## config.mk

```make
export PLATFORM = sky130hd
export DESIGN_NAME = regfile_wb_arbiter
export DESIGN_NICKNAME = d
export VERILOG_FILES = /design/src/rtl/regfile_wb_arbiter.sv
export SDC_FILE = /design/constraint.sdc
export NUM_CORES = 1
export LEC_CHECK = 0
export ABC_AREA = 1
export CORE_ASPECT_RATIO = 1.75
export CORE_MARGIN = 1
export CORE_UTILIZATION = 30
export CTS_BUF_LIST = sky130_fd_sc_hd__clkbuf_2 sky130_fd_sc_hd__clkbuf_4 sky130_fd_sc_hd__clkbuf_8
export DETAILED_ROUTE_END_ITERATION = 6
export SLEW_MARGIN = 10
export SYNTH_ARGS = -nofsm -noshare
export SYNTH_HDL_FRONTEND = slang
export SYNTH_SLANG_ARGS = --single-unit
```

## constraint.sdc

```tcl
create_clock -name clk -period 2.61 [get_ports clk]
set_input_delay 0.261 -clock clk [delete_from_list [all_inputs] [get_ports clk]]
set_output_delay 0.261 -clock clk [all_outputs]
set_load 0.03 [all_outputs]
```

## src/rtl/regfile_wb_arbiter.sv

```systemverilog
// regfile_wb_arbiter: round-robin write-back arbiter and destination scoreboard
//    for the 64-entry unified register file (0-31 integer, 32-63 FP).
//
// Ports:
//    clk, rst_n              clock (rising edge), asynchronous active-low reset
//    wb_valid / wb_ready     per-producer result handshake (0 = ALU, 1 = FPU, 2 = LSU)
//    wb_addr0..2, wb_data0..2  destination and result of each producer
//    iss_valid / iss_addr    decode claims a destination register
//    iss_ready               claim accepted (destination has no pending write)
//    chk_addr1, chk_addr2    source operands checked for pending writes
//    raw_hazard              a source operand has a pending write
//    rf_we, rf_waddr, rf_wdata  registered register-file write port
module regfile_wb_arbiter #(
   parameter int DATA_W = 64,
   parameter int ADDR_W = 6,
   parameter int NREQ   = 3
) (
   input  logic              clk,
   input  logic              rst_n,
   input  logic [NREQ-1:0]   wb_valid,
   output logic [NREQ-1:0]   wb_ready,
   input  logic [ADDR_W-1:0] wb_addr0,
   input  logic [ADDR_W-1:0] wb_addr1,
   input  logic [ADDR_W-1:0] wb_addr2,
   input  logic [DATA_W-1:0] wb_data0,
   input  logic [DATA_W-1:0] wb_data1,
   input  logic [DATA_W-1:0] wb_data2,
   input  logic              iss_valid,
   input  logic [ADDR_W-1:0] iss_addr,
   output logic              iss_ready,
   input  logic [ADDR_W-1:0] chk_addr1,
   input  logic [ADDR_W-1:0] chk_addr2,
   output logic              raw_hazard,
   output logic              rf_we,
   output logic [ADDR_W-1:0] rf_waddr,
   output logic [DATA_W-1:0] rf_wdata
);
   localparam int NREG = 1 << ADDR_W;
   logic [1:0]        rr, gnt, p1, p2;
   logic              xfer;
   logic [ADDR_W-1:0] g_addr;
   logic [DATA_W-1:0] g_data;
   logic [NREG-1:0]   busy, set_m, clr_m;
   always_comb begin
      p1         = (rr == 2'd2) ? 2'd0 : rr + 2'd1;
      p2         = (rr == 2'd0) ? 2'd2 : rr - 2'd1;
      xfer       = |wb_valid;
      gnt        = wb_valid[rr] ? rr : wb_valid[p1] ? p1 : p2;
      wb_ready   = xfer ? {{(NREQ-1){1'b0}}, 1'b1} << gnt : '0;
      g_addr     = (gnt == 2'd0) ? wb_addr0 : (gnt == 2'd1) ? wb_addr1 : wb_addr2;
      g_data     = (gnt == 2'd0) ? wb_data0 : (gnt == 2'd1) ? wb_data1 : wb_data2;
      iss_ready  = !busy[iss_addr] || iss_addr == '0;
      raw_hazard = busy[chk_addr1] | busy[chk_addr2];
      set_m      = (iss_valid && iss_ready && iss_addr != '0) ? NREG'(1) << iss_addr : '0;
      clr_m      = (xfer && g_addr != '0) ? NREG'(1) << g_addr : '0;
   end
   // set is applied after clear so a same-edge claim survives the writeback
   always_ff @(posedge clk or negedge rst_n) begin
      if (!rst_n) begin
         rr       <= 2'd0;
         rf_we    <= 1'b0;
         rf_waddr <= '0;
         rf_wdata <= '0;
         busy     <= '0;
      end else begin
         rr    <= xfer ? ((gnt == 2'd2) ? 2'd0 : gnt + 2'd1) : rr;
         rf_we <= xfer && g_addr != '0;
         if (xfer) begin
            rf_waddr <= g_addr;
            rf_wdata <= g_data;
         end
         busy <= (busy & ~clr_m) | set_m;
      end
   end
endmodule

```

======== Word-level counts from Yosys, hierarchy flattened ========
Index checks and enable logic that the tools add are counted.
word-level totals
  bits in writable memories ............... 0
  memories ................................ 0
  flip-flop bits (word level) ............. 137
  memory bits (read-only) ................. 0
  word-level logic and storage cells ...... 56
  latch bits .............................. 0
  input bits .............................. 234
cells by class
  reductions and logical operators ........ 11
  $add $sub $neg .......................... 3
  bitwise logic cells ..................... 4
  equality and inequality tests ........... 3
  divide/modulo/power cells ............... 0
  multiply operators ...................... 0
  muxes and demuxes ....................... 22
  magnitude comparators ................... 5
  shift-type cells ........................ 3
operators with widths
  operator                                             count
  two-way mux 64 bit                                   4
  left shift 1 x 6 -> 64 bit, first input constant     2
  AND 64 bit                                           1
  NOT 64 bit                                           1
  OR 64 bit                                            1
  < comparator 6 x 7 -> 1 bit, second input constant   3
  binary-select mux 1 bit (select 6 bit)               3
  two-way mux 6 bit                                    2
  nonzero test 6 bit                                   2
  two-way mux 2 bit                                    5
  logical NOT 6 bit                                    1
  < comparator 2 x 3 -> 1 bit, second input constant   2
  two-way mux 1 bit                                    5
  adder 2 x 1 -> 2 bit, second input constant          2
  binary-select mux 1 bit (select 2 bit)               2
  equality test 2 bit, second input constant           2
  logical NOT 2 bit                                    2
  logical AND 1 bit                                    3
  two-way mux 3 bit                                    1
  OR reduction 3 bit                                   1
  left shift 1 x 2 -> 3 bit, first input constant      1
  equality test 2 x 1 -> 1 bit, second input constant  1
  subtractor 2 x 1 -> 2 bit, second input constant     1
  logical NOT 1 bit                                    1
  other kinds (2)                                      2

======== Depth between registers and ports, before layout ========
  depth after elaboration ................. 15
  mapped depth ............................ 19
  gate-level depth less buffers ........... 18

======== Least setup slack after synthesis ========
OpenSTA, ideal clock, no wires.
  path kind ............................... register to output
  from .................................... reg rr[0]
  to ...................................... out wb_ready[2]
  arrival time ............................ 1986 ps
  stages on the path, launching flop included .. 12
  slack ................................... 363 ps
  path buffers ............................ 1
  path through ............................ dfrtp_1 > inv_1 > ha_1 > inv_1 > nand2_1 > nand3_1 > nand2_1 > nand2_1 > a21oi_4 > clkbuf_1 > nand2_1 > nor2_1
on the way
  cells in the longest elaborated chain, start to end .. 8
RTL lines
  what                                                         line  RTL
  start: declaration                                           39    logic [1:0] rr, gnt, p1, p2;
  start signal: assignment                                     66    rr <= xfer ? ((gnt == 2'd2) ? 2'd0 : gnt + 2'd1) : rr;
  adder 2 x 1 -> 2 bit or equality test 2 bit (tied branches)  45    p1 = (rr == 2'd2) ? 2'd0 : rr + 2'd1;
  two-way mux 2 bit                                            45
  binary-select mux 1 bit (select 2 bit)                       48    gnt = wb_valid[rr] ? rr : wb_valid[p1] ? p1 : p2;
  two-way mux 1 bit (not written as such)                      48
  two-way mux 2 bit                                            48
  two-way mux 2 bit (*)                                        48
  left shift 1 x 2 -> 3 bit (*)                                49    wb_ready = xfer ? {{(NREQ-1){1'b0}}, 1'b1} << gnt : '0;
  two-way mux 3 bit (*)                                        49
  end: declaration                                             21    output logic [NREQ-1:0] wb_ready,
Mark *: on every way between the ends. The rest lies on a longest branch, timed or not. The select of a mux whose other input is x is not followed.

======== Worst setup path after layout ========
  from .................................... reg rr[0]
  to ...................................... reg busy[62]
on the way
  cells in the longest elaborated chain, start to end .. 15
RTL lines
  what                                                         line  RTL
  adder 2 x 1 -> 2 bit or equality test 2 bit (tied branches)  45
  two-way mux 2 bit                                            45
  binary-select mux 1 bit (select 2 bit)                       48
  two-way mux 1 bit (not written as such)                      48
  two-way mux 2 bit                                            48
  two-way mux 2 bit (*)                                        48
  equality test 2 x 1 -> 1 bit                                 50    g_addr = (gnt == 2'd0) ? wb_addr0 : (gnt == 2'd1) ? wb_addr1 : wb_addr2;
  two-way mux 6 bit                                            50
  two-way mux 6 bit (*)                                        50
  nonzero test 6 bit                                           55    clr_m = (xfer && g_addr != '0) ? NREG'(1) << g_addr : '0;
  logical AND 1 bit                                            55
  two-way mux 64 bit (*)                                       55
  NOT 64 bit (*)                                               72    busy <= (busy & ~clr_m) | set_m;
  AND 64 bit (*)                                               72
  OR 64 bit (*)                                                72
  end signal: assignment                                       72
  end: declaration                                             43    logic [NREG-1:0] busy, set_m, clr_m;
Marked as above.
A chain may end at the register's enable or synchronous reset.

==> results.md <==
- Clock root cell: clkbuf_8
- Comb power frac: 67.5%
- Slew Limit Fails: 0
- Synth async-reset ratio: 100%
- Met3 track demand over resource: 6.82%
- Layout Skew: 0.0152 ns
- Setup Viol. Count Final: 0
- Routability Congestion: a little over 1
- Met2 usage: about half
- Total Wirelength: approximately 45000 um
- Status: complete, no violations
- Routed Antenna Nets: 0
- Tightest Pin Transition: 0.672 ns
- Pwr per Cell Area: between 1000 and 1500 nW/um2
- Final hold vios: 0
- FF+latch area: between 3000 and 4000 um2
- HP Class: input port to asynchronous set/reset pin
- Final Util: 48.8%
- Max-cap viol count: 0
- Multiplexer share of the synthesized area: 0%
- CTS tree: yes
- Critical setup path kind: register to register
- GRT Overall Usage: between 20% and 30%
- Maximum vdd ir drop: 0.000755 V
- Latest clock arrival within the worst-skew pair: 0.49 ns
- DRT iter0 DRCs: around 900
- Reg clk slew, reported paths: 0.09 ns
- Final worst path period share: 99.4%
- Met1 Use GR: roughly 33%
- Die Area: 30800 um2
- Synthesized area: 9010 um2
- Bufs on Longest Clock Path: 2
- Starting Density: 30.7%
- RSZ-0062 raised after global routing: yes
- Seq pwr share: 21.8%
- Data arrival time of the critical path: 2.98 ns
- Fin cells: 2125
- First-pass GRT wire length: between 60000 and 70000 um
- Largest net degree at the start of global routing: 105
- Net switching power: around 0.0095 W
- Number of port buffers: between 300 and 400
- H-tree depth: 4
- Post-Syn Nets: 1606
- Synth Area in XOR/XNOR: 0%
- Relative slew slack: 55.2%
- Unique cell type count in the Yosys netlist: 32
- Initial antenna violation count: 1
- Post-synthesis cell count: 1369
- Routed WL per cell: roughly 21 um
- Placeable core region: 29400 um2
- Internal power: around 0.0094 W
- CTS buffer count: 17
- Register area share after synthesis: 38.1%
- Chip height: 231 um
- Final nets: 1966
- Seq cells post-synth: between 100 and 150
- Synth Area in Adders: less than 1%
- Post-synth top flop: dfrtp_1
- Global route overflow: 0
- Lkg Pwr: 6.17 nW
- Synthesized area per cell: roughly 6.6 um2
- Drt pass-1 iters: 6
- Synth Warn #: 0
- Sink Count: 137
- Worst setup SP type: register
- Max Freq: ~390 MHz
- Fill cells: about 3000
- Switch share: about half
- Chip width: between 100 and 150 um
- Post-synth EDFFs: 0
- Cells after DPL: 2073
- Final HPWL DP: 34100 um
- Post-route DRC: 0
- Crit Path Max Fanout: 4
- Share of cells above drive strength 1: 14.4%
- Layout area overhead: 59.3%
- Largest family of logic cells by synthesized area: simple AND/OR/NAND/NOR gates
- Multi-input gate area: about 5400 um2
- Vias per Instance: 5.42
- Vias in the first global route: 11600
- Vias post-DR: 11500
- CP Capture Type: register
- Simple-gate area share of the yosys netlist: around 33%
- Most Used Layer, Global Route: met2
- WHS: roughly 0.33 ns
- Fin Setup TNS: 0 ns
- Worst Path Required: 2.99 ns
- Clock Power Share: 10.7%
- Fin crit period: 2.59 ns
- # IOs: 310
- Row Count: 83
- Synth Area in Compound Gates: roughly 22%
## sequential cells by signal (all words and copies together) (netlist names)
signal	count
rf_wdata	64
rr	2
rf_waddr	6
busy	64
rf_we	1
## per-stage QoR
stage,instance area (um2),power [W],setup slack [ns]
floorplan,9010,0.00984,0.363
global placement,13300,0.0150,-0.173
detailed placement,13300,0.0151,-0.228
CTS,14000,0.0181,0.00930
global route,14400,0.0202,-0.128
finish,14400,0.0189,0.0167
## final cells by class
class                           instances  area share [%]
Tap cell                              382            3.33
Multi-Input combinational cell       1089            37.5
Timing Repair Buffer                  442            30.9
Clock buffer                           21            1.93
Sequential cell                       137            23.9
Clock inverter                         11            1.18
Inverter                               42            1.17
Antenna cell                            1          0.0174
## power groups by stage
stage                     clock network, W  logic, W  registers [W]
after floorplan                          0   0.00494        0.00490
after global placement                   0    0.0109        0.00410
after detailed placement                 0    0.0110        0.00411
after CTS                          0.00207    0.0119        0.00410
after global routing               0.00215    0.0138        0.00423
final                              0.00203    0.0128        0.00414
## worst paths after layout
kind                              start            to  slack [ns]  cells after the start
setup / recovery                  rr[0]      busy[62]        0.02                     20
hold reg to reg                 busy[0]       busy[0]        0.47                      0
hold / removal                    rst_n  rf_wdata[45]        0.33                      2
setup reg to reg                  rr[0]      busy[62]        0.02                     20
min in group clk           wb_data0[62]  rf_wdata[62]        0.40                      3
max in group asynchronous         rst_n      busy[56]        1.48                      3
## metal layers
| layer | share of wire, % | up-vias | wire (um) |
|---|---|---|---|
| li1 | - | 5350 | - |
| met1 | 36 | 5429 | 16300 |
| met2 | 50 | 623 | 22500 |
| met3 | 8.6 | 124 | 3910 |
| met4 | 5.9 | 0 | 2690 |
| met5 | 0 | - | 0 |
## synth_stat cells, types with 4 or more instances
| master | number | area, um2 |
|---|---|---|
| nand3_2 | 5 | 50.1 |
| inv_2 | 6 | 22.5 |
| o22ai_1 | 33 | 206 |
| nand4_1 | 27 | 169 |
| a22oi_1 | 6 | 45.0 |
| dfrtp_1 | 137 | 3430 |
| nand2_1 | 407 | 1530 |
| o21ai_0 | 218 | 1090 |
| nand3b_1 | 4 | 30.0 |
| clkbuf_1 | 79 | 297 |
| o211ai_1 | 9 | 67.6 |
| buf_4 | 4 | 30.0 |
| nand3_1 | 117 | 586 |
| buf_2 | 14 | 70.1 |
| o221ai_1 | 8 | 70.1 |
| inv_1 | 32 | 120 |
| o21ai_1 | 92 | 460 |
| nand2_2 | 4 | 25.0 |
| nor2_1 | 144 | 541 |
## cells by family after synthesis
| family | Yosys count |
|---|---|
| buf+inv | 143 |
| simple gates | 714 |
| fa+ha+maj | 3 |
| flops | 137 |
| compound gates | 372 |
## cells in the final DEF, fill, tap and decap left out, types with 27 or more instances in the layout
master / n
o21ai_1: 90
clkdlybuf4s50_1: 301
nand3_1: 106
o22ai_1: 33
o21ai_0: 218
nand4_1: 27
buf_4: 100
inv_1: 27
nor2_1: 122
dfrtp_1: 137
nand2_1: 393
## what timing repair did
action                                 4_1_cts  5_1_grt
resized for setup                           50       68
endpoints found under the hold margin       64        0
hold buffers                                 1        0
buffers inserted                            10        9
setup endpoints to repair                   20       73
cloned                                       2        1
pin swaps                                   14       24
## worst max-delay path: stages, from the launching register on
cell and delay (ns):
dfrtp_1 0.39, inv_2 0.07, ha_4 0.17, buf_4 0.14, nor2_4 0.14, nor2_4 0.06
nand2_4 0.06, nand2_4 0.06, nand2_2 0.09, nand2_4 0.07, buf_4 0.16, nand3_2 0.09
nand2_1 0.06, nor2_1 0.10, buf_4 0.19, nand3_4 0.13, nor2_4 0.13, buf_6 0.12
nand2_1 0.06, o21ai_1 0.14, nand2_1 0.06
Power figures use the tool's default switching activity.
